$ cat src/rtl/p_inverse_transformation.sv
// p_inverse_transformation: serial 2-bit-pair inverse P-box, restores X from permuted Y in 4 steps
module p_inverse_transformation #(
   parameter logic [7:0] KEY = 8'b10_01_00_11
) (
   input  logic       i_clk,
   input  logic       i_rst_n,
   input  logic [7:0] i_in,
   input  logic       i_in_valid,
   output logic       o_in_ready,
   output logic [7:0] o_out,
   output logic       o_out_valid,
   input  logic       i_out_ready,
   output logic       o_busy,
   output logic       o_key_err
);
   function automatic logic key_bad(input logic [7:0] k);
      logic [3:0] seen;
      seen = '0;
      for (int j = 0; j < 4; j++) seen[k[2*j+:2]] = 1'b1;
      return seen != 4'hF;
   endfunction
   localparam logic KEY_ERR = key_bad(KEY);
   typedef enum logic [1:0] {IDLE, SHIFT, DONE} state_t;
   state_t     r_state, w_state_nxt;
   logic [1:0] r_cnt, w_col;
   logic [7:0] r_sreg, r_acc, w_acc_nxt;
   logic       w_accept;
   assign o_key_err  = KEY_ERR;
   assign o_in_ready = (r_state == IDLE) && !KEY_ERR;
   assign o_busy     = (r_state != IDLE);
   assign w_accept   = i_in_valid && o_in_ready;
   assign w_col      = KEY[2*r_cnt+:2];
   // scatter the current top pair into its column of the accumulator
   always_comb begin
      w_acc_nxt = r_acc;
      w_acc_nxt[{1'b0, w_col}] = r_sreg[7];
      w_acc_nxt[{1'b1, w_col}] = r_sreg[6];
   end
   // next-state logic
   always_comb begin
      w_state_nxt = r_state;
      case (r_state)
         IDLE:    w_state_nxt = w_accept ? SHIFT : IDLE;
         SHIFT:   w_state_nxt = (r_cnt == 2'd3) ? DONE : SHIFT;
         DONE:    w_state_nxt = i_out_ready ? IDLE : DONE;
         default: w_state_nxt = IDLE;
      endcase
   end
   // state register
   always_ff @(posedge i_clk or negedge i_rst_n) begin
      if (!i_rst_n) r_state <= IDLE;
      else          r_state <= w_state_nxt;
   end
   // datapath: latch, shift/scatter, publish result, handshake
   always_ff @(posedge i_clk or negedge i_rst_n) begin
      if (!i_rst_n) begin
         r_cnt       <= '0;
         r_sreg      <= '0;
         r_acc       <= '0;
         o_out       <= '0;
         o_out_valid <= 1'b0;
      end else begin
         if (r_state == IDLE && w_accept) begin
            r_sreg <= i_in;
            r_acc  <= '0;
            r_cnt  <= '0;
         end
         if (r_state == SHIFT) begin
            r_sreg <= r_sreg << 2;
            r_acc  <= w_acc_nxt;
            r_cnt  <= r_cnt + 2'd1;
            if (r_cnt == 2'd3) begin
               o_out       <= w_acc_nxt;
               o_out_valid <= 1'b1;
            end
         end
         if (r_state == DONE && i_out_ready) o_out_valid <= 1'b0;
      end
   end
endmodule

$ cat config.mk
export PLATFORM = sky130hd
export DESIGN_NAME = p_inverse_transformation
export DESIGN_NICKNAME = d
export VERILOG_FILES = /design/src/rtl/p_inverse_transformation.sv
export SDC_FILE = /design/constraint.sdc
export NUM_CORES = 1
export LEC_CHECK = 0
export BUFFER_PORTS_ARGS = -buffer_cell sky130_fd_sc_hd__buf_2
export CAP_MARGIN = 20
export CORE_MARGIN = 3
export CORE_UTILIZATION = 40
export DETAILED_ROUTE_END_ITERATION = 8
export PLACE_DENSITY = 0.73
export SETUP_SLACK_MARGIN = 0.02
export SLEW_MARGIN = 20
export SYNTH_ARGS = -nofsm -noshare
export SYNTH_HDL_FRONTEND = slang
export SYNTH_SLANG_ARGS = --single-unit
$ cat constraint.sdc
create_clock -name i_clk -period 2.6 [get_ports i_clk]
set_input_delay 0.13 -clock i_clk [delete_from_list [all_inputs] [get_ports i_clk]]
set_output_delay 0.13 -clock i_clk [all_outputs]
set_load 0.01 [all_outputs]
Yosys cells after proc, flatten, opt, wreduce, memory -nomap -nowiden
Index checks and enable logic that the tools add are counted.
- register bits after elaboration: 29
- input port bits: 12
- output and inout bits: 12
- logic and storage cells: 46
- $add $sub $neg: 1
- $lt $le $gt $ge: 4
- equality and inequality tests: 3
- shift operators: 1
- mux-type cells: 19
- reduce and logical (&&, ||, !) cells: 12
- operators by type and width (operator ; count):
    $mux 8 ; 4
    $bwmux 8 ; 2
    $mux 2 ; 4
    $reduce_bool 2->1 ; 4
    $shiftx 8x4->2 const A ; 1
    $mux 1 ; 6
    $pmux 2 s3 ; 1
    $logic_and 1x1->1 ; 5
    $demux 1 s2 ; 2
    $eq 2x2->1 const B ; 2
    $lt 2x4->1 const B ; 1
    $lt 3x4->1 const B ; 1
    $reduce_and 2->1 ; 2
    $ge 3x1->1 const B ; 1
    $add 2x1->2 const B ; 1
    $eq 2x1->1 const B ; 1
    $ge 2x1->1 const B ; 1
    $logic_not 2->1 ; 1

Depth between registers and ports, before layout
Gate-level depths: netlist (run 1).
- depth in word-level cells: 8
- gate-level depth with buffers: 5
- gate-level depth less buffers: 5

Least setup slack after synthesis (run 1)
OpenSTA, ideal clock, no wires.
- path kind: register -> register
- start point: register r_cnt[0]
- end point: register o_out[2]
- library setup time: 125 ps
- arrival: 1117 ps
- data required time: 2475 ps
- path slack: 1358 ps
- stages on the path, launching flop included: 4
- path buffers: 0
- clock period less this slack: 1242 ps
- cells stage by stage: dfrtp_1 ha_1 nand3b_1 mux2_2
- cells in the longest elaborated chain, start to end: 7
- elaborated cells between the ends (all ways): 10
- classes of those cells: order compare (2); eq/ne (1); shift (1); mux (4); reduce/logical (2)
- ends and longest elaborated chain (element ; line ; RTL):
    start: declaration ; 25 ; logic [1:0] r_cnt, w_col;
    start signal: assignment ; 71 ; r_cnt <= r_cnt + 2'd1;
    $shiftx 8x4->2 ; 32 ; assign w_col = KEY[2*r_cnt+:2];
    $lt 2x4->1 (not written as such) or $ge 2x1->1 (tied branches) ; 36 ; w_acc_nxt[{1'b0, w_col}] = r_sreg[7];
    $logic_and 1x1->1 (not written as such) ; 36 ;
    $mux 1 (not written as such) ; 36 ;
    $demux 1 s2 ; 36 ;
    $bwmux 8 ; 36 ;
    $bwmux 8 ; 37 ; w_acc_nxt[{1'b1, w_col}] = r_sreg[6];
    end signal: assignment ; 73 ; o_out <= w_acc_nxt;
    end: declaration ; 10 ; output logic [7:0] o_out,
Several ways; a longest one is shown, not always the timed one.
A chain may end at the register's enable or synchronous reset.

Worst setup path in the final report (run 1)
- start point: register r_cnt[0]
- end point: register o_out[6]
- cells in the longest elaborated chain, start to end: 6
- elaborated cells between the ends (all ways): 9
- classes of those cells: order compare (2); eq/ne (1); shift (1); mux (3); reduce/logical (2)
- ends and longest elaborated chain (element ; line):
    $shiftx 8x4->2 ; 32
    $lt 3x4->1 (not written as such) or $ge 3x1->1 (tied branches) ; 37
    $logic_and 1x1->1 (not written as such) ; 37
    $mux 1 (not written as such) ; 37
    $demux 1 s2 ; 37
    $bwmux 8 ; 37
Several ways; a longest one is shown, not always the timed one.

==> results of run 1 <==
cell families after synthesis:
kind of cell,count (synthesis)
multiplexers,3
other,1
buffers and inverters,13
AO/OA/AOI/OAI,38
adder cells (fa/ha/maj),4
AND/OR/NAND/NOR,43
flip-flops,27
worst min-delay path by stage:
stage,end,slack [ps],cells past startpoint
4_1_cts,r_sreg[0]$_DFFE_PN0P_,30,3
3_3_place_gp,o_out[3]$_DFFE_PN0P_,150,1
5_1_grt,r_sreg[0]$_DFFE_PN0P_,30,3
6_report,r_sreg[0]$_DFFE_PN0P_,40,3
3_5_place_dp,o_out[1]$_DFFE_PN0P_,170,1
2_1_floorplan,o_out[0]$_DFFE_PN0P_,-170,0
what timing repair did:
item	in CTS	in global routing
endpoints found under the hold margin	28	0
resized for setup	0	0
hold buffers	2	0
per-layer routing:
metal,share of wire,global-route usage
met1,0.46,0.188
met2,0.50,0.256
met3,0.038,0.0321
met4,0,0.0216
met5,0,0
registers in the layout, summed over array words and instances (netlist names):
register / count
r_acc: 6
r_state: 2
r_sreg: 8
o_out: 8
o_out_valid: 1
r_cnt: 2
critical path: stages, from the launching register on:
cell and delay, ps:
dfrtp_1 450, ha_1 250, nand3b_1 390, mux2_2 390
metrics by stage:
step           cell area, um^2  setup WS, ps
6_report                  1480          1020
5_1_grt                   1480           888
4_1_cts                   1480          1010
3_5_place_dp              1430          1040
3_3_place_gp              1430          1090
2_1_floorplan             1310          1360
layout make-up:
class / count / area, um^2
inverter: 5 / 18.8
clock buffer: 3 / 22.5
timing repair buffer: 25 / 138
sequential: 27 / 676
fill: 321 / 1620
multi-input combinational: 89 / 566
clock inverter: 1 / 5.00
tap: 44 / 55.1
cell usage in the layout (no fill, tap or decap):
| cell type | n |
|---|---|
| o21ai_1 | 3 |
| ha_1 | 4 |
| a32o_1 | 1 |
| nand2_1 | 13 |
| nor2_1 | 14 |
| nand3b_1 | 3 |
| o22ai_1 | 4 |
| o21bai_4 | 1 |
| buf_4 | 1 |
| o32ai_1 | 4 |
| or2_1 | 1 |
| clkinv_2 | 1 |
| a221o_1 | 6 |
| conb_1 | 1 |
| mux2i_1 | 1 |
| o31ai_1 | 1 |
| o21ai_0 | 8 |
| o221a_2 | 2 |
| a21oi_1 | 8 |
| nor2_2 | 1 |
| nor2b_1 | 7 |
| dlygate4sd3_1 | 2 |
| nand2b_1 | 4 |
| inv_1 | 5 |
| dfrtp_1 | 27 |
| clkbuf_4 | 3 |
| buf_2 | 22 |
| mux2_2 | 2 |
power by group through the flow:
stage	sequential (mW)	clock (mW)	combinational (mW)
after global routing	0.785	0.205	0.952
final	0.753	0.177	0.837
after floorplan	0.739	0	0.656
after CTS	0.752	0.185	0.843
after global placement	0.750	0	0.812
after detailed placement	0.762	0	0.840
==> flow_summary.toml, run 1 <==
[detailed_routing]
first_iter_violations = 42
via_per_inst = 5.27
ant_nets = 0
route.detailed.wl_per_inst_um = 13.4
drtPass1Iterations = 4
num_vias = 1023
post-route-drc-count = 0
drt_wl_total_mm = 2.59

[floorplan]
core_mm2 = 0.00310
die_w_um = 63.3
die_h_um = 63.3
pin_count = 24
die_area_mm2 = 0.00401
start_util = 0.423
fp-row-count = 20

[synth]
yosysTopAreaCellShare = 0.514
synth_nets = 145
yosys.cell_types.count = 27
synth-xor-area-share = 0
yosys.area.top_type = "dfrtp_1"
syn_area_per_cell_um2 = 10.2
async_reset_ff_frac = 1.00
netlist_top_cells_count = "dfrtp_1, nor2_1, nand2_1, a21oi_1, o21ai_0"
synth_edf_count = 0
synth_compound_area_frac = 0.209
syn_inst = 129
ys_seq_area_frac = 0.514
synthMuxAreaShare = 0.0248
synth_most_common_cell = "dfrtp_1"
synth.area.top_cells = "dfrtp_1, a221o_1, nor2_1"
synth_top_family_by_area = "compound AO/OA/AOI/OAI gates"
synth-simple-area-share = 0.156
synth_ff_type = "dfrtp_1"
netlist_area_mm2 = 0.00131
synth_fa_ha_area_frac = 0.0381
ys_seq_elements = 27
synth_warnings = 0

[timing]
setup_violations = 0
hold_violations = 0
fin_worst_hold_slack_ps = 42.7
setup_tns_ps = 0
maxClockFrequency_mhz = 632
period_needed_ps = 1580
slew_viol_final = 0
fin_crit_sh = 0.608
relSlewSlack = 0.614
worstMarginPinSlew_ps = 579
rsz0062_at_grt = "false"
skew_ps = 3.47

[run]
drv_cap = 0

[power_and_ir_drop]
p_leak_nw = 0.689
p_switching_mw = 0.727
p_seq_frac = 0.426
power.total_mw = 1.77
share_comb_of_total_power = 0.474
vdd_ir_drop_max_uv = 427
p_clk_frac = 0.100
switching_share = 0.412
power_density_mw_per_mm2 = 1190
internal_power_mw = 1.04

[clocking]
cts_setup_buffers = 0
cts_buffers = 3
htree_num_levels = 1
cts_tree = "yes"
clk_latency_ps = 320
ctsLongestPathBuffers = 2
clk_pin_slew_ps = 140
clkSinkCount = 27
clockRootBuffer = "clkbuf_4"

[worst_setup_path]
end_kind = "flip-flop"
worst_r2r_endpoint = "o_out[6]$_DFFE_PN0P_"
worstSetupStartpoint = "r_cnt[0]$_DFFE_PN0P_"
r2r-start = "r_cnt[0]$_DFFE_PN0P_"
crit_fanout = 15
setup.worst_path.end = "o_out[6]$_DFFE_PN0P_"
start_kind = "flip-flop"
crit_arrival_ps = 1800
worstPathRequired_ps = 2820
crit_type = "reg2reg"
rr_worst_depth = 3
r2r_slack_ps = 1020

[cells_and_area]
drive_above_1_share = 0.220
antenna_cells = 0
area_growth_pct = 12.7
final_util = 0.477
fin_cells = 194
nets = 167

[global_routing]
first_global_vias = 1039
grt_pass1_wl_mm = 4.73
grt_usage = 0.146
grt_max_degree = 28
grt_remaining_overflow = 0
antenna_found_initial = 0

[run_status]
status = "completed"

[min_path]
min_path_type = "in2reg"
worstHoldStart = "i_in[0]"

[placed_design]
port_buffers = 22
dp_cells = 188
hpwl_mm = 1.92
routabilityCongestion = 0.808
(Power assumes the default switching activity.)
==> run 2: changes to the inputs <==
Settings changed: ABC_AREA set to 1, PLACE_DENSITY 0.73 to 0.75.
Clock period 2.6 ns to 1.35 ns, I/O delays scaled along.
==> run 2 against run 1 <==
  * Critical path depth rose by 1
  * Hold slack got worse by 12 ps
  * Via count rose by 5.1%
  * Sequential cell count did not move
  * Power rose by 86%
  * Final area rose by 4.7%
  * Wire length fell by 5.1%
  * Synthesized cell count rose by 25%
  * Die area fell by 2.6%
  * Critical endpoint is now o_busy
  * Largest cell class unchanged
==> flow_summary.toml, run 2 <==
[run_status]
status = "completed"

[power_and_ir_drop]
p_seq_frac = 0.412
vdd_ir_drop_max_uv = 633
power_density_mw_per_mm2 = 2120
internal_power_mw = 1.90
p_switching_mw = 1.40
share_comb_of_total_power = 0.486
p_clk_frac = 0.102
p_leak_nw = 0.864
switching_share = 0.425

[cells_and_area]
drive_above_1_share = 0.201
mostFrequentLayoutCells = "nand2_1, dfrtp_1, buf_2, inv_1, nand3_1"
reg_top3 = "o_out: 8 flops, r_sreg: 8 flops, r_acc: 6 flops"
nets = 211
final_util = 0.535
antenna_cells = 0
layout_commonest_cell = "nand2_1"
area_growth_pct = 21.5

[run]
drv_cap = 0

[worst_setup_path]
crit_fanout = 5
critPathBufInv = 3
cp_top_family = "flip-flops"
end_kind = "output pin"
rr_worst_depth = 6
worst_r2r_endpoint = "r_acc[3]$_DFFE_PN0P_"
slowest_stage = "dfrtp_2"
cpPeakStageDelay_ps = 440
r2r-start = "r_state[0]$_DFF_PN0_"
r2r_slack_ps = 120
crit_arrival_ps = 1170
start_kind = "flip-flop"
worstPathRequired_ps = 1280
crit_type = "reg2out"
cp_cell_sequence = "buf_6 > nor2_4 > inv_1 > buf_2"

[clocking]
cts_tree = "yes"
cts_buffers = 3
clockRootBuffer = "clkbuf_4"
ctsLongestPathBuffers = 2
clk_latency_ps = 310
clk_pin_slew_ps = 130
htree_num_levels = 1
clkSinkCount = 27

[timing]
rsz0062_at_grt = "true"
slew_viol_final = 0
worstMarginPinSlew_ps = 588
fin_worst_hold_slack_ps = 31.0
maxClockFrequency_mhz = 807
period_needed_ps = 1240
skew_ps = 2.51
fin_crit_sh = 0.918
setup_violations = 0
relSlewSlack = 0.608
hold_violations = 0
finalWorstSetupSlack_ps = 111
setup_tns_ps = 0

[floorplan]
die_h_um = 62.5
pin_count = 24
die_area_mm2 = 0.00390
fp-row-count = 19
start_util = 0.440
die_w_um = 62.5
core_mm2 = 0.00290

[min_path]
worstHoldStart = "i_in[5]"
min_to = "r_sreg[5]$_DFFE_PN0P_"
hold_depth = 5
min_path_type = "in2reg"

[detailed_routing]
post-route-drc-count = 0
ant_nets = 0
route.detailed.wl_per_inst_um = 10.4
drt_wl_total_mm = 2.46
via_per_inst = 4.56
first_iter_violations = 36
drtPass1Iterations = 4
num_vias = 1075

[synth]
synth_most_common_cell = "nand2_1"
synth_warnings = 0
syn_area_per_cell_um2 = 7.93
synth_nets = 177
netlist_area_mm2 = 0.00128
synth_ff_type = "dfrtp_1"
synth.area.top_cells = "dfrtp_1, nand2_1, ha_1"
yosys.cell_types.count = 15
ys_seq_elements = 27
yosys.area.top_type = "dfrtp_1"
syn_inst = 161
ys_seq_area_frac = 0.529
yosysTopAreaCellShare = 0.529
netlist_top_cells_count = "nand2_1, dfrtp_1, inv_1, nand3_1, o21ai_0"
async_reset_ff_frac = 1.00
synth_edf_count = 0

[placed_design]
routabilityCongestion = 0.849
hpwl_mm = 1.74
port_buffers = 22
pre_cts_slack_ps = 136

[global_routing]
antenna_found_initial = 0
grt_usage = 0.130
grt_remaining_overflow = 0
grt_max_degree = 28
grt_pass1_wl_mm = 4.22
first_global_vias = 990
-- run 2: changes by cell type after synthesis, moves of 6 or more --
cell,before,now
nor2b_1,7,0
a221o_1,6,0
nand2_1,13,90
inv_1,5,11
nand3_1,0,8
nor2_1,14,2
a21oi_1,8,0
-- run 2: stage by stage --
step,power [mW],cell area (um^2),cells
6_report,3.29,1550,236
3_3_place_gp,2.84,1450,226
5_1_grt,3.63,1550,236
3_5_place_dp,2.86,1450,226
4_1_cts,3.27,1530,235
2_1_floorplan,2.37,1280,161
-- run 2: area by class of cell --
class / instances / area [um^2]
clock buffer: 4 / 26.3
fill: 291 / 1350
inverter: 13 / 48.8
multi-input combinational: 118 / 534
sequential: 27 / 677
tap: 42 / 52.6
timing repair buffer: 32 / 211
-- run 2: worst max-delay path by stage --
stage / start / endpoint / slack, ps / depth (start not counted)
after floorplan: r_state[0]$_DFF_PN0_ / r_sreg[2]$_DFFE_PN0P_ / 240 / 5
after CTS: r_state[0]$_DFF_PN0_ / o_busy / 60 / 4
after global routing: r_state[0]$_DFF_PN0_ / o_out[1]$_DFFE_PN0P_ / 20 / 6
after detailed placement: r_state[0]$_DFF_PN0_ / o_out[5]$_DFFE_PN0P_ / 140 / 4
final: r_state[0]$_DFF_PN0_ / o_busy / 110 / 4
after global placement: r_cnt[0]$_DFFE_PN0P_ / r_acc[5]$_DFFE_PN0P_ / 170 / 5
-- run 2: worst min-delay path: stages --
cell	delay [ps]
buf_2	80
nand2_1	40
nand2_1	40
nand2_1	40
nand2_1	50
-- run 2: power by group through the flow --
stage          clock network [mW]  logic (mW)  registers (mW)
2_1_floorplan                   0       0.996            1.37
3_3_place_gp                    0        1.46            1.38
3_5_place_dp                    0        1.47            1.39
4_1_cts                     0.358        1.57            1.35
5_1_grt                     0.403        1.83            1.39
6_report                    0.336        1.60            1.36
-- run 2: timing repair --
item / CTS / global route
resized for setup: 3 / 3
endpoints found under the hold margin: 31 / 0
hold buffers: 4 / 0
pin swaps: 0 / 1
endpoints found under the setup margin: 2 / 6
setup buffers: 1 / 1
-- run 2: per-layer routing --
metal | GRT usage | wire length (um) | vias to the layer above
met5 | 0 | 0 | -
met4 | 0.0579 | 43 | 0
met3 | 0.0108 | 64 | 4
met2 | 0.225 | 1170 | 22
met1 | 0.166 | 1180 | 491
li1 | - | - | 558
-- run 2: logic make-up after synthesis --
family / count (synthesis) / share of synthesized area
buf+inv: 16 / 0.0618
flops: 27 / 0.529
other cells: 1 / 0.00294
compound gates: 10 / 0.0500
fa+ha+maj: 4 / 0.0392
simple gates: 103 / 0.317
